[src/rtl/compressed_encoder_pkg.sv]
// compressed_encoder_pkg
// Shared types and constants for the streaming RVC encoder: base and
// compressed opcodes, funct3 values, the parcel type that the rule table
// produces, the packer state encoding and a small immediate-range helper.
package compressed_encoder_pkg;

  // Base RV64 opcodes
  localparam logic [6:0] OPC_LOAD   = 7'b0000011;
  localparam logic [6:0] OPC_STORE  = 7'b0100011;
  localparam logic [6:0] OPC_OP_IMM = 7'b0010011;
  localparam logic [6:0] OPC_OP     = 7'b0110011;
  localparam logic [6:0] OPC_JALR   = 7'b1100111;
  localparam logic [6:0] OPC_SYSTEM = 7'b1110011;

  // Compressed quadrant opcodes
  localparam logic [1:0] OPC_C1 = 2'b01;
  localparam logic [1:0] OPC_C2 = 2'b10;

  localparam logic [2:0] F3_ADDI = 3'b000;
  localparam logic [2:0] F3_SLLI = 3'b001;
  localparam logic [2:0] F3_W    = 3'b010;
  localparam logic [2:0] F3_D    = 3'b011;

  localparam logic [31:0] INSTR_NOP    = 32'h0000_0013;
  localparam logic [31:0] INSTR_EBREAK = 32'h0010_0073;
  localparam logic [15:0] C_NOP        = 16'h0001;
  localparam logic [15:0] C_EBREAK     = 16'h9002;

  // One output parcel: a compressed halfword lives in instr[15:0]
  typedef struct packed {
    logic [31:0] instr;
    logic        is_16;
  } rvc_parcel_t;

  typedef enum logic {
    ST_EMPTY = 1'b0,
    ST_HALF  = 1'b1
  } pack_state_e;

  // True when a 12-bit signed immediate fits in 6 signed bits
  function automatic logic fits_simm6(input logic [11:0] imm);
    return (imm[11:5] == 7'h00) || (imm[11:5] == 7'h7F);
  endfunction

endpackage

[src/rtl/compressed_encoder_if.sv]
// compressed_encoder_if
// Bundles the instruction input stream, flush request and packed-word
// output stream of the encoder.
//   slave  : encoder side (consumes instructions, produces words)
//   master : environment side (produces instructions, consumes words)
// Signals: instr_i/instr_valid_i/instr_ready_o input handshake,
// flush_i pad request, word_o/word_valid_o/word_ready_i output handshake,
// idle_o status, cnt_compressed_o compression counter.
interface compressed_encoder_if;
  logic [31:0] instr_i;
  logic        instr_valid_i;
  logic        instr_ready_o;
  logic        flush_i;
  logic [31:0] word_o;
  logic        word_valid_o;
  logic        word_ready_i;
  logic        idle_o;
  logic [31:0] cnt_compressed_o;

  modport slave (
    input  instr_i, instr_valid_i, flush_i, word_ready_i,
    output instr_ready_o, word_o, word_valid_o, idle_o, cnt_compressed_o
  );

  modport master (
    output instr_i, instr_valid_i, flush_i, word_ready_i,
    input  instr_ready_o, word_o, word_valid_o, idle_o, cnt_compressed_o
  );
endinterface

[src/rtl/compressed_encoder_rvc_compress.sv]
// rvc_compress
// Purely combinational rule table: rewrites a 32-bit RV64 instruction into
// its exact 16-bit RVC equivalent when one exists, otherwise passes it
// through. Already-compressed inputs (bits [1:0] != 11) pass as 16-bit.
// PC-relative instructions are deliberately absent from the table since
// packing moves instruction addresses.
// Ports: instr_i (32-bit instruction in), parcel_o (parcel + length flag).
module rvc_compress
  import compressed_encoder_pkg::*;
(
  input  logic [31:0] instr_i,
  output rvc_parcel_t parcel_o
);

  logic [6:0]  opcode_s;
  logic [4:0]  rd_s;
  logic [4:0]  rs1_s;
  logic [4:0]  rs2_s;
  logic [2:0]  funct3_s;
  logic [6:0]  funct7_s;
  logic [11:0] imm_i_s;
  logic [11:0] imm_st_s;
  logic [15:0] c_s;
  logic        hit_s;

  assign opcode_s = instr_i[6:0];
  assign rd_s     = instr_i[11:7];
  assign funct3_s = instr_i[14:12];
  assign rs1_s    = instr_i[19:15];
  assign rs2_s    = instr_i[24:20];
  assign funct7_s = instr_i[31:25];
  assign imm_i_s  = instr_i[31:20];
  assign imm_st_s = {instr_i[31:25], instr_i[11:7]};

  // Rule table: find the compressed form, if any
  always_comb begin
    c_s   = 16'h0000;
    hit_s = 1'b0;
    if (instr_i[1:0] != 2'b11) begin
      c_s   = instr_i[15:0];
      hit_s = 1'b1;
    end else begin
      case (opcode_s)
        OPC_OP_IMM: begin
          if (instr_i == INSTR_NOP) begin
            c_s   = C_NOP;
            hit_s = 1'b1;
          end else if ((funct3_s == F3_ADDI) && (rd_s != 5'd0) && (rs1_s == 5'd0)
                       && fits_simm6(imm_i_s)) begin
            c_s   = {3'b010, imm_i_s[5], rd_s, imm_i_s[4:0], OPC_C1};
            hit_s = 1'b1;
          end else if ((funct3_s == F3_ADDI) && (rd_s != 5'd0) && (rs1_s == rd_s)
                       && (imm_i_s != 12'd0) && fits_simm6(imm_i_s)) begin
            c_s   = {3'b000, imm_i_s[5], rd_s, imm_i_s[4:0], OPC_C1};
            hit_s = 1'b1;
          end else if ((funct3_s == F3_SLLI) && (instr_i[31:26] == 6'd0) && (rd_s != 5'd0)
                       && (rs1_s == rd_s) && (instr_i[25:20] != 6'd0)) begin
            c_s   = {3'b000, instr_i[25], rd_s, instr_i[24:20], OPC_C2};
            hit_s = 1'b1;
          end else begin
            hit_s = 1'b0;
          end
        end
        OPC_OP: begin
          if ((funct7_s == 7'd0) && (funct3_s == 3'd0) && (rd_s != 5'd0) && (rs2_s != 5'd0)) begin
            if (rs1_s == 5'd0) begin
              c_s   = {4'b1000, rd_s, rs2_s, OPC_C2};
              hit_s = 1'b1;
            end else if (rs1_s == rd_s) begin
              c_s   = {4'b1001, rd_s, rs2_s, OPC_C2};
              hit_s = 1'b1;
            end else begin
              hit_s = 1'b0;
            end
          end else begin
            hit_s = 1'b0;
          end
        end
        OPC_LOAD: begin
          // Offset bits above the encodable range must be zero (non-negative)
          if ((funct3_s == F3_W) && (rs1_s == 5'd2) && (rd_s != 5'd0)
              && (imm_i_s[11:8] == 4'd0) && (imm_i_s[1:0] == 2'd0)) begin
            c_s   = {3'b010, imm_i_s[5], rd_s, imm_i_s[4:2], imm_i_s[7:6], OPC_C2};
            hit_s = 1'b1;
          end else if ((funct3_s == F3_D) && (rs1_s == 5'd2) && (rd_s != 5'd0)
                       && (imm_i_s[11:9] == 3'd0) && (imm_i_s[2:0] == 3'd0)) begin
            c_s   = {3'b011, imm_i_s[5], rd_s, imm_i_s[4:3], imm_i_s[8:6], OPC_C2};
            hit_s = 1'b1;
          end else begin
            hit_s = 1'b0;
          end
        end
        OPC_STORE: begin
          if ((funct3_s == F3_W) && (rs1_s == 5'd2)
              && (imm_st_s[11:8] == 4'd0) && (imm_st_s[1:0] == 2'd0)) begin
            c_s   = {3'b110, imm_st_s[5:2], imm_st_s[7:6], rs2_s, OPC_C2};
            hit_s = 1'b1;
          end else if ((funct3_s == F3_D) && (rs1_s == 5'd2)
                       && (imm_st_s[11:9] == 3'd0) && (imm_st_s[2:0] == 3'd0)) begin
            c_s   = {3'b111, imm_st_s[5:3], imm_st_s[8:6], rs2_s, OPC_C2};
            hit_s = 1'b1;
          end else begin
            hit_s = 1'b0;
          end
        end
        OPC_JALR: begin
          if ((funct3_s == 3'd0) && (imm_i_s == 12'd0) && (rs1_s != 5'd0)) begin
            if (rd_s == 5'd0) begin
              c_s   = {4'b1000, rs1_s, 5'd0, OPC_C2};
              hit_s = 1'b1;
            end else if (rd_s == 5'd1) begin
              c_s   = {4'b1001, rs1_s, 5'd0, OPC_C2};
              hit_s = 1'b1;
            end else begin
              hit_s = 1'b0;
            end
          end else begin
            hit_s = 1'b0;
          end
        end
        OPC_SYSTEM: begin
          if (instr_i == INSTR_EBREAK) begin
            c_s   = C_EBREAK;
            hit_s = 1'b1;
          end else begin
            hit_s = 1'b0;
          end
        end
        default: begin
          hit_s = 1'b0;
        end
      endcase
    end
  end

  // Form the parcel: compressed halfword or the untouched instruction
  always_comb begin
    if (hit_s) begin
      parcel_o.instr = {16'h0000, c_s};
      parcel_o.is_16 = 1'b1;
    end else begin
      parcel_o.instr = instr_i;
      parcel_o.is_16 = 1'b0;
    end
  end

endmodule

[src/rtl/compressed_encoder.sv]
// compressed_encoder
// Streaming RVC encoder and halfword packer. Each accepted instruction is
// compressed where possible, and the resulting 16/32-bit parcels are packed
// little-endian into 32-bit words (earlier parcel in [15:0]).
// Ports: clk_i clock, rst_i synchronous active-high reset,
// bus (slave modport): instruction input handshake, flush request,
// packed-word output handshake, idle status and compression counter.
module compressed_encoder
  import compressed_encoder_pkg::*;
(
  input  logic                 clk_i,
  input  logic                 rst_i,
  compressed_encoder_if.slave  bus
);

  rvc_parcel_t parcel_s;
  pack_state_e state_q, state_d;
  logic [15:0] hold_q, hold_d;
  logic [31:0] word_q, word_d;
  logic        word_valid_q, word_valid_d;
  logic [31:0] cnt_q, cnt_d;
  logic        ready_s;
  logic        accept_s;
  logic        flush_fire_s;
  logic        is_32_in_s;

  rvc_compress u_compress (
    .instr_i  (bus.instr_i),
    .parcel_o (parcel_s)
  );

  // Single output register: a new beat is taken whenever the word slot frees
  assign ready_s      = !word_valid_q || bus.word_ready_i;
  assign accept_s     = bus.instr_valid_i && ready_s;
  // An input beat always wins over a flush request
  assign flush_fire_s = bus.flush_i && !bus.instr_valid_i && ready_s && (state_q == ST_HALF);
  assign is_32_in_s   = (bus.instr_i[1:0] == 2'b11);

  assign bus.instr_ready_o    = ready_s;
  assign bus.word_o           = word_q;
  assign bus.word_valid_o     = word_valid_q;
  assign bus.idle_o           = (state_q == ST_EMPTY) && !word_valid_q;
  assign bus.cnt_compressed_o = cnt_q;

  // Packer next state, output word and counter
  always_comb begin
    state_d      = state_q;
    hold_d       = hold_q;
    word_d       = word_q;
    word_valid_d = word_valid_q && !bus.word_ready_i;
    cnt_d        = cnt_q;
    if (accept_s) begin
      if (is_32_in_s && parcel_s.is_16) begin
        cnt_d = cnt_q + 32'd1;
      end else begin
        cnt_d = cnt_q;
      end
      case (state_q)
        ST_EMPTY: begin
          if (parcel_s.is_16) begin
            hold_d  = parcel_s.instr[15:0];
            state_d = ST_HALF;
          end else begin
            word_d       = parcel_s.instr;
            word_valid_d = 1'b1;
            state_d      = ST_EMPTY;
          end
        end
        ST_HALF: begin
          word_d       = {parcel_s.instr[15:0], hold_q};
          word_valid_d = 1'b1;
          if (parcel_s.is_16) begin
            state_d = ST_EMPTY;
          end else begin
            // Upper half of a 32-bit instruction straddles into the next word
            hold_d  = parcel_s.instr[31:16];
            state_d = ST_HALF;
          end
        end
        default: begin
          state_d = ST_EMPTY;
        end
      endcase
    end else if (flush_fire_s) begin
      word_d       = {C_NOP, hold_q};
      word_valid_d = 1'b1;
      state_d      = ST_EMPTY;
    end else begin
      state_d = state_q;
    end
  end

  // State, hold, output and counter registers
  always_ff @(posedge clk_i) begin
    if (rst_i) begin
      state_q      <= ST_EMPTY;
      hold_q       <= 16'h0000;
      word_q       <= 32'h0000_0000;
      word_valid_q <= 1'b0;
      cnt_q        <= 32'h0000_0000;
    end else begin
      state_q      <= state_d;
      hold_q       <= hold_d;
      word_q       <= word_d;
      word_valid_q <= word_valid_d;
      cnt_q        <= cnt_d;
    end
  end

endmodule

[src/flat_wrapper.sv]
// flat-port wrapper written by rule: the top's interface ports become plain ports
module compressed_encoder_flat import compressed_encoder_pkg::*;
  (clk_i, rst_i, bus_instr_i, bus_instr_valid_i, bus_flush_i, bus_word_ready_i, bus_instr_ready_o, bus_word_o, bus_word_valid_o, bus_idle_o, bus_cnt_compressed_o);
  compressed_encoder_if bus_i ();
  input  logic clk_i;
  input  logic rst_i;
  input wire logic [$bits(bus_i.instr_i)-1:0] bus_instr_i;
  input wire logic [$bits(bus_i.instr_valid_i)-1:0] bus_instr_valid_i;
  input wire logic [$bits(bus_i.flush_i)-1:0] bus_flush_i;
  input wire logic [$bits(bus_i.word_ready_i)-1:0] bus_word_ready_i;
  output wire logic [$bits(bus_i.instr_ready_o)-1:0] bus_instr_ready_o;
  output wire logic [$bits(bus_i.word_o)-1:0] bus_word_o;
  output wire logic [$bits(bus_i.word_valid_o)-1:0] bus_word_valid_o;
  output wire logic [$bits(bus_i.idle_o)-1:0] bus_idle_o;
  output wire logic [$bits(bus_i.cnt_compressed_o)-1:0] bus_cnt_compressed_o;
  assign bus_i.instr_i = bus_instr_i;
  assign bus_i.instr_valid_i = bus_instr_valid_i;
  assign bus_i.flush_i = bus_flush_i;
  assign bus_i.word_ready_i = bus_word_ready_i;
  assign bus_instr_ready_o = bus_i.instr_ready_o;
  assign bus_word_o = bus_i.word_o;
  assign bus_word_valid_o = bus_i.word_valid_o;
  assign bus_idle_o = bus_i.idle_o;
  assign bus_cnt_compressed_o = bus_i.cnt_compressed_o;
  compressed_encoder u_core (.clk_i(clk_i), .rst_i(rst_i), .bus(bus_i));
endmodule
[config.mk]
export PLATFORM = sky130hd
export DESIGN_NAME = compressed_encoder_flat
export DESIGN_NICKNAME = d
export VERILOG_FILES = /design/src/rtl/compressed_encoder_pkg.sv /design/src/rtl/compressed_encoder_if.sv /design/src/rtl/compressed_encoder_rvc_compress.sv /design/src/rtl/compressed_encoder.sv /design/src/flat_wrapper.sv
export SDC_FILE = /design/constraint.sdc
export NUM_CORES = 1
export LEC_CHECK = 0
export CORE_MARGIN = 4
export CORE_UTILIZATION = 40
export DETAILED_ROUTE_END_ITERATION = 8
export GPL_TIMING_DRIVEN = 0
export PLACE_DENSITY = 0.65
export SETUP_SLACK_MARGIN = 0.02
export SYNTH_ARGS = -nofsm -noshare
export SYNTH_HDL_FRONTEND = slang
export SYNTH_HIERARCHICAL = 1
export SYNTH_SLANG_ARGS = --single-unit
export TNS_END_PERCENT = 50
[constraint.sdc]
create_clock -name clk_i -period 5.4 [get_ports clk_i]
set_clock_uncertainty 0.15 [all_clocks]
set_input_delay 1.08 -clock clk_i [delete_from_list [all_inputs] [get_ports clk_i]]
set_output_delay 1.08 -clock clk_i [all_outputs]
set_load 0.02 [all_outputs]
==> After elaboration in Yosys (flattened, before gate mapping) <==
Cells that the tools add are included.
{ "word_totals": {"regBits": 82, "output_inout_bits": 67, "wordCells": 138, "input_bits": 37} }
{ "op_classes": {"n_reduce_logical": 60, "add_sub_neg": 1, "n_eq_ne": 20, "mux": 51, "bitwise": 1} }
{ "op_table": {"columns": ["op", "n"], "rows": [
  ["$mux W16", 12],
  ["$mux W32", 3],
  ["$pmux W16 S6", 1],
  ["$pmux W32 S2", 1],
  ["$mux W15", 4],
  ["$logic_and A1 B1 Y1", 34],
  ["$mux W33", 1],
  ["$add A32 B1 Y32 const B", 1],
  ["$eq A32 B21 Y1 const B", 1],
  ["$eq A32 B5 Y1 const B", 1],
  ["$pmux W16 S2", 1],
  ["$mux W13", 2],
  ["$mux W1", 23],
  ["$eq A7 B7 Y1 const B", 3],
  ["$reduce_bool A5 Y1", 3],
  ["$eq A7 B6 Y1 const B", 2],
  ["$logic_not A12 Y1", 1],
  ["$logic_not A3 Y1", 4],
  ["$reduce_bool A12 Y1", 1],
  ["$logic_not A5 Y1", 2],
  ["$eq A7 B2 Y1 const B", 1],
  ["$eq A7 B5 Y1 const B", 1],
  ["$logic_not A7 Y1", 1],
  ["$eq A3 B2 Y1 const B", 2],
  ["20 further kinds", 27]
]} }

==> Logic depth before layout (Yosys ltp) <==
Gate-level depths: netlist of run 1.
{ "logic_depth": {"ltp_word": 15, "depth_mapped": 16, "mapped_depth_nobuf": 11} }

==> Hierarchy <==
Netlist of run 1, hierarchy kept.
{ "modules_own_cells": {"columns": ["module", "seq_area_each_um2", "cells_each", "area_each_um2", "instances"], "rows": [
  ["compressed_encoder", 1641.6, 427, 3886.2, 1],
  ["rvc_compress", 0.0, 144, 1042.2, 1]
]} }

==> Least setup slack after synthesis of run 1 <==
OpenSTA, ideal clock, no wires.
{ "synth_timing": {"path_type": "input-to-reg", "start": "input bus_instr_i[29]", "end": "register u_core.cnt_q[18], in the netlist u_core/bus.cnt_compressed_o[18]", "setup_time_ns": 0.121, "n_path_buf": 3, "cell_stages": 14, "setup_slack_ns": 0.776, "required_ns": 5.129, "t_arrival_ns": 4.353, "path_cell_list": "or3_4 > or3_1 > a211o_1 > or3_4 > a31oi_2 > nor3_2 > buf_6 > inv_1 > buf_4 > nand4_1 > or4_4 > buf_6 > nor4_1 > mux2_2"} }
{ "synth_rtl": {"columns": ["element", "line", "text"], "rows": [
  ["start: declaration", "flat_wrapper.sv:7", "input wire logic [$bits(bus_i.instr_i)-1:0] bus_instr_i;"],
  ["end signal: assignment", "compressed_encoder.sv:106", "cnt_q <= cnt_d;"],
  ["end: declaration", "compressed_encoder.sv:21", "logic [31:0] cnt_q, cnt_d;"]
]} }

==> results.toml, run 1 <==
[sta]
slew_headroom = 0.511
slew_viol_final = 0
rsz0062_at_grt = "false"
setup_violations = 0
fin_ws_ns = 0.164
max_freq_mhz = 191
whs_ns = 0.347
worstMarginPinSlew_ns = 0.733
finalHoldViolCount = 0
fin_crit_sh = 0.970
finalSetupTns_ns = 0
fin_crit_ns = 5.24

[critical_path]
slowest_stage = "or4b_1"
startpoint = "bus_instr_i[0]"
crit_type = "input port to flop"
startpoint_type = "input port"
r2r_cells = 6
cp.arrival_ns = 5.31
r2r_start = "u_core/bus.cnt_compressed_o[0]$_SDFFE_PP0P_"
required_ns = 5.48
critPathCaptureType = "flop"
rr_endpoint = "u_core/bus.cnt_compressed_o[18]$_SDFFE_PP0P_"
max_stage_delay_ns = 0.62
regToRegSetupSlack_ns = 2.97
crit_fanout = 10
path_cells = "clkdlybuf4s50_1 -> nand2_2 -> or4b_1 -> or4b_1 -> nor2_4 -> a311o_4 -> nor3_2 -> buf_6 -> inv_1 -> buf_4 -> nand4_1 -> or4_4 -> buf_6 -> nor4_1 -> mux2_2"

[grt]
grt_max_degree = 15
grt_pass1_wl_microns = 25200
met3_usage = 0.0366
grtUsageMet2 = 0.353
grt.busiest_layer = "met2"
grt_use_met1 = 0.307
antenna_found_initial = 0
grt_usage = 0.219
grt_remaining_overflow = 0
first_global_vias = 4658

[routing]
post-route-drc-count = 0
dr.pass1.iters = 5
vias = 4885
drtIter0Drc = 375
viasPerCell = 5.69
wl_per_cell_microns = 18.4
wirelength_microns = 15800
postRouteAntennaNets = 0

[logic_synthesis]
postSynthCellCount = 571
syn_avg_cell_area_sq_um = 8.63
synth.top_cell.area_share = 0.333
yosys_most_used_dff = "dfxtp_1"
synth_seq_area_share = 0.333
synthArstFlopShare = 0
syn_nets = 609
syn-cell-area_sq_um = 4930
synth-edff-count = 0
yosys.cell_count.top_type = "dfxtp_1"
synth_common_cells = "dfxtp_1 (82), nor2_1 (80), mux2i_1 (48)"
ys_types = 74
yosysTopAreaCell = "dfxtp_1"
ys.warnings.count = 6
synth.ff_latch_count = 82
synthTopCellsByArea = "dfxtp_1 (33%), mux2i_1 (9.7%), nor2_1 (6.1%)"

[final_layout]
antenna_cells = 0
drive_gt1_frac = 0.113
nets = 723
final_core_util = 0.541
synthToLayoutAreaGrowth_pct = 32.3

[worst_hold_path]
holdPathEnd = "u_core/hold_q[2]$_SDFFE_PP0P_"
hold_class = "flop to flop"
worstHoldPathCells = 2
hold_path_startpoint = "u_core/hold_q[2]$_SDFFE_PP0P_"

[clocking]
cts.clk_slew.worst_paths_ns = 0.07
cts_num_sinks = 82
numCtsBuffers = 9
cts_tree = "built"
cts_hold_buf = 0
clock_latency_ns = 0.34
clockBufferDepth = 2
htreeDepth = 3
clockRootBuffer = "clkbuf_16"

[floorplanning]
die-area_sq_um = 14200
start_util = 0.409
rows = 40
io_pins = 104
die_y_microns = 119
core_area_sq_um = 12100
fp.dieW_microns = 119

[pwr]
peakVddDrop_mv = 0.160
p_per_area_nw_per_um2 = 252
p_leak_nw = 2.31
power_mw = 1.64

[placement]
place_hpwl_microns = 12400
io_buffers = 100
place_congestion = 0.878
dp_slack_ns = -0.225

[run]
max_cap_viol_count = 0

[outcome]
outcome = "finished, final reports clean"
## sequential cells by signal, indices dropped and copies added (netlist names)
| signal | count |
|---|---|
| u_core/bus.cnt_compressed_o | 32 |
| u_core/bus.word_o | 32 |
| u_core/bus.word_valid_o | 1 |
| u_core/hold_q | 16 |
| u_core/state_q | 1 |
## layer usage
metal	share of wire	vias up
met1	0.47	2355
met4	0.010	0
met5	0	-
li1	-	2378
met3	0.047	15
met2	0.47	137
## layout make-up
| cell class | instances | area, sq um |
|---|---|---|
| inverter | 16 | 60.1 |
| multi-input combinational | 435 | 3060 |
| timing repair buffer | 103 | 1020 |
| fill | 1129 | 5540 |
| tap | 168 | 210 |
| buffer | 38 | 180 |
| sequential | 82 | 1640 |
| clock inverter | 7 | 116 |
| clock buffer | 9 | 225 |
## critical path, delay by kind of cell
kind            cells  cell delay (ns)
simple gates        8             2.62
buf+inv             5             1.05
mux                 1             0.38
compound gates      1             0.17
## worst max-delay path by stage
stage | endpoint | cells past startpoint
after global routing | u_core/bus.cnt_compressed_o[29]$_SDFFE_PP0P_ | 15
final | u_core/bus.cnt_compressed_o[18]$_SDFFE_PP0P_ | 15
after detailed placement | u_core/bus.cnt_compressed_o[18]$_SDFFE_PP0P_ | 15
after global placement | u_core/bus.cnt_compressed_o[18]$_SDFFE_PP0P_ | 15
after floorplan | u_core/bus.cnt_compressed_o[18]$_SDFFE_PP0P_ | 14
after CTS | u_core/bus.cnt_compressed_o[18]$_SDFFE_PP0P_ | 15
## power breakdown
group          internal, mW  switching, mW  total (mW)
Sequential            0.633         0.0156       0.649
Combinational         0.127          0.163       0.290
Clock                 0.452          0.250       0.702
## stage by stage
step | cells | instance area (sq um)
4_1_cts | 855 | 6480
3_5_place_dp | 839 | 6140
6_report | 858 | 6520
3_3_place_gp | 839 | 6140
2_1_floorplan | 571 | 4930
5_1_grt | 858 | 6520
## cell families after synthesis
| group | synth area share |
|---|---|
| simple gates | 0.265 |
| compound gates | 0.204 |
| flops | 0.333 |
| mux | 0.129 |
| buf+inv | 0.0487 |
| xor+xnor | 0.0178 |
| fa+ha+maj | 0.00254 |
## repair_timing
item | CTS | global route
resized for setup | 0 | 3
endpoints found under the setup margin | 0 | 30
buffers inserted | 0 | 3
## placed cells by master (no fill, tap or decap), types with 4 or more instances in the layout
master,n
or2_2,5
xor2_1,8
clkbuf_1,24
o21ai_0,13
o22ai_1,4
inv_1,15
nor4_1,13
mux2_2,10
a2bb2oi_1,15
and2_4,5
dfxtp_1,82
a211oi_1,35
buf_4,5
or4_1,15
nand4_1,8
o31ai_1,12
clkbuf_16,9
nand2_1,14
mux2i_1,48
or3_1,9
nor3_1,10
buf_2,6
and2_1,7
nor2b_1,15
clkdlybuf4s50_1,100
a21o_1,5
and3_1,5
nand3_1,14
nor2_1,80
nor3_2,4
a21oi_1,22
Note: power is estimated with default switching activity, not from simulation.
==> inputs of run 2 (changes only) <==
==> constraint.sdc (replaced) <==
create_clock -name clk_i -period 6.34 [get_ports clk_i]
set_clock_uncertainty 0.15 [all_clocks]
set_input_delay 1.268 -clock clk_i [delete_from_list [all_inputs] [get_ports clk_i]]
set_output_delay 1.268 -clock clk_i [all_outputs]
set_load 0.02 [all_outputs]
==> run 2 against run 1 <==
Final cell count is 0.35% lower. Global-route usage stayed put. Non-clock buffer count is 3 lower. First-iteration DRC count is 4.0% higher. Critical path depth is 1 higher. Register-to-register slack better by 0.93 ns. Die area stayed put. Sequential share of layout area is 0.15 points higher. Worst hold slack hardly changed. Sequential power is 15% lower. Combinational power is 15% lower.
==> results.toml, run 2 (same netlist as run 1, synthesis figures left out) <==
[final_layout]
final_cell_mix = "clkdlybuf4s50_1 (100), dfxtp_1 (82), nor2_1 (80)"
final_common_cell = "clkdlybuf4s50_1"
drive_gt1_frac = 0.108
synthToLayoutAreaGrowth_pct = 31.5
antenna_cells = 0
multiInputGateArea_sq_um = 3050
final_core_util = 0.537
fillers = 1131
nets = 720
regArea_sq_um = 1640

[critical_path]
r2r_start = "u_core/bus.cnt_compressed_o[0]$_SDFFE_PP0P_"
startpoint_type = "input port"
crit_type = "input port to flop"
worst-path-buf-inv = 6
regToRegSetupSlack_ns = 3.90
max_stage_delay_ns = 0.60
cp_num_cells = 16
path_cells = "clkdlybuf4s50_1 -> nand2_2 -> or4b_1 -> or4b_1 -> nor2_2 -> a311o_4 -> nor3_2 -> buf_6 -> inv_1 -> buf_4 -> nand4_1 -> or4_4 -> buf_6 -> clkbuf_1 -> o31ai_1 -> a21oi_1"
startpoint = "bus_instr_i[0]"
cp.arrival_ns = 5.60
critPathCaptureType = "flop"
critPathTopFamily = "simple AND/OR/NAND/NOR gates"
required_ns = 6.39
crit_fanout = 10
r2r_cells = 7
rr_endpoint = "u_core/bus.cnt_compressed_o[28]$_SDFFE_PP0P_"
slowest_stage = "or4b_1"

[clocking]
cts_resized = 0
cts_tree = "built"
cts.clk_slew.worst_paths_ns = 0.06
htreeDepth = 3
clockRootBuffer = "clkbuf_16"
cts_hold_buf = 0
cts_setup_buffers = 0
clock_latency_ns = 0.34
numCtsBuffers = 9
cts_num_sinks = 82
clockBufferDepth = 2

[grt]
grt_usage = 0.219
first_global_vias = 4658
grtUsageMet2 = 0.353
grt_max_degree = 15
met3_usage = 0.0366
grt_remaining_overflow = 0
grt_pass1_wl_microns = 25200
grt_use_met1 = 0.307
grt.busiest_layer = "met2"
antenna_found_initial = 0

[placement]
place_hpwl_microns = 12400
io_buffers = 100
place_congestion = 0.878

[routing]
postRouteAntennaNets = 0
dr.pass1.iters = 5
viasPerCell = 5.73
wl_per_cell_microns = 18.4
wirelength_microns = 15700
vias = 4896
post-route-drc-count = 0
drtIter0Drc = 390

[floorplanning]
start_util = 0.409
rows = 40
core_area_sq_um = 12100
fp.dieW_microns = 119
io_pins = 104
die_y_microns = 119
die-area_sq_um = 14200

[worst_hold_path]
hold_class = "flop to flop"
holdPathEnd = "u_core/hold_q[0]$_SDFFE_PP0P_"
hold_path_startpoint = "u_core/hold_q[0]$_SDFFE_PP0P_"
worstHoldPathCells = 2

[sta]
fin_crit_sh = 0.876
slew_headroom = 0.515
fin_crit_ns = 5.55
rsz0062_at_grt = "false"
finalHoldViolCount = 0
setup_violations = 0
finalSetupTns_ns = 0
slew_viol_final = 0
max_freq_mhz = 180
worstMarginPinSlew_ns = 0.727

[outcome]
outcome = "finished, final reports clean"

[run]
max_cap_viol_count = 0

[pwr]
p_clk_frac = 0.428
p_leak_nw = 2.29
switching_share = 0.261
p_int_mw = 1.03
power.net_switching_mw = 0.365
combPwrFrac = 0.176
peakVddDrop_mv = 0.139
seq_power_share = 0.396
p_per_area_nw_per_um2 = 215
[run 2: changes by cell type in the layout (fill, tap and decap cells not counted)]
cell	previous run	this run
nor3_2	4	5
a211oi_2	1	0
buf_4	5	2
nor3_4	1	0
a211oi_1	35	36
nor2_2	0	1
nor2_4	1	0
[run 2: how the worst max path moves through the flow]
stage	end
6_report	u_core/bus.cnt_compressed_o[28]$_SDFFE_PP0P_
5_1_grt	u_core/bus.cnt_compressed_o[29]$_SDFFE_PP0P_
4_1_cts	u_core/bus.cnt_compressed_o[18]$_SDFFE_PP0P_
3_5_place_dp	u_core/bus.cnt_compressed_o[18]$_SDFFE_PP0P_
3_3_place_gp	u_core/bus.cnt_compressed_o[18]$_SDFFE_PP0P_
2_1_floorplan	u_core/bus.cnt_compressed_o[18]$_SDFFE_PP0P_
[run 2: layout make-up]
class	instances	area share
multi-input combinational	435	0.470
sequential	82	0.253
clock buffer	9	0.0347
clock inverter	7	0.0180
timing repair buffer	100	0.154
buffer	38	0.0278
inverter	16	0.00927
tap	168	0.0324
[run 2: power by group through the flow]
| stage | registers (mW) | clock network [mW] | logic [mW] |
|---|---|---|---|
| after global routing | 0.555 | 0.629 | 0.264 |
| after global placement | 0.563 | 0 | 0.242 |
| final | 0.553 | 0.598 | 0.246 |
| after detailed placement | 0.564 | 0 | 0.244 |
| after floorplan | 0.578 | 0 | 0.128 |
| after CTS | 0.553 | 0.610 | 0.245 |
[run 2: tightest hold or removal path, delay by kind of cell (launching register included)]
| kind | cells | cell delay, ns |
|---|---|---|
| and+or+nand+nor | 1 | 0.09 |
| AOI/OAI and AO/OA | 1 | 0.05 |
| DFF | 1 | 0.31 |
[run 2: per-layer routing]
| metal | up-vias | share of wire |
|---|---|---|
| met5 | - | 0 |
| met4 | 0 | 0.012 |
| met3 | 19 | 0.048 |
| met2 | 142 | 0.47 |
| met1 | 2361 | 0.47 |
| li1 | 2374 | - |
[run 2: through the flow]
step	power, mW	instance area, sq um	hold WS [ns]	instances	setup WS (ns)
2_1_floorplan	0.706	4930	0.327	571	1.53
3_3_place_gp	0.805	6140	0.328	839	0.570
3_5_place_dp	0.808	6140	0.338	839	0.527
4_1_cts	1.41	6480	0.349	855	0.875
5_1_grt	1.45	6480	0.366	855	0.642
6_report	1.40	6480	0.347	855	0.789
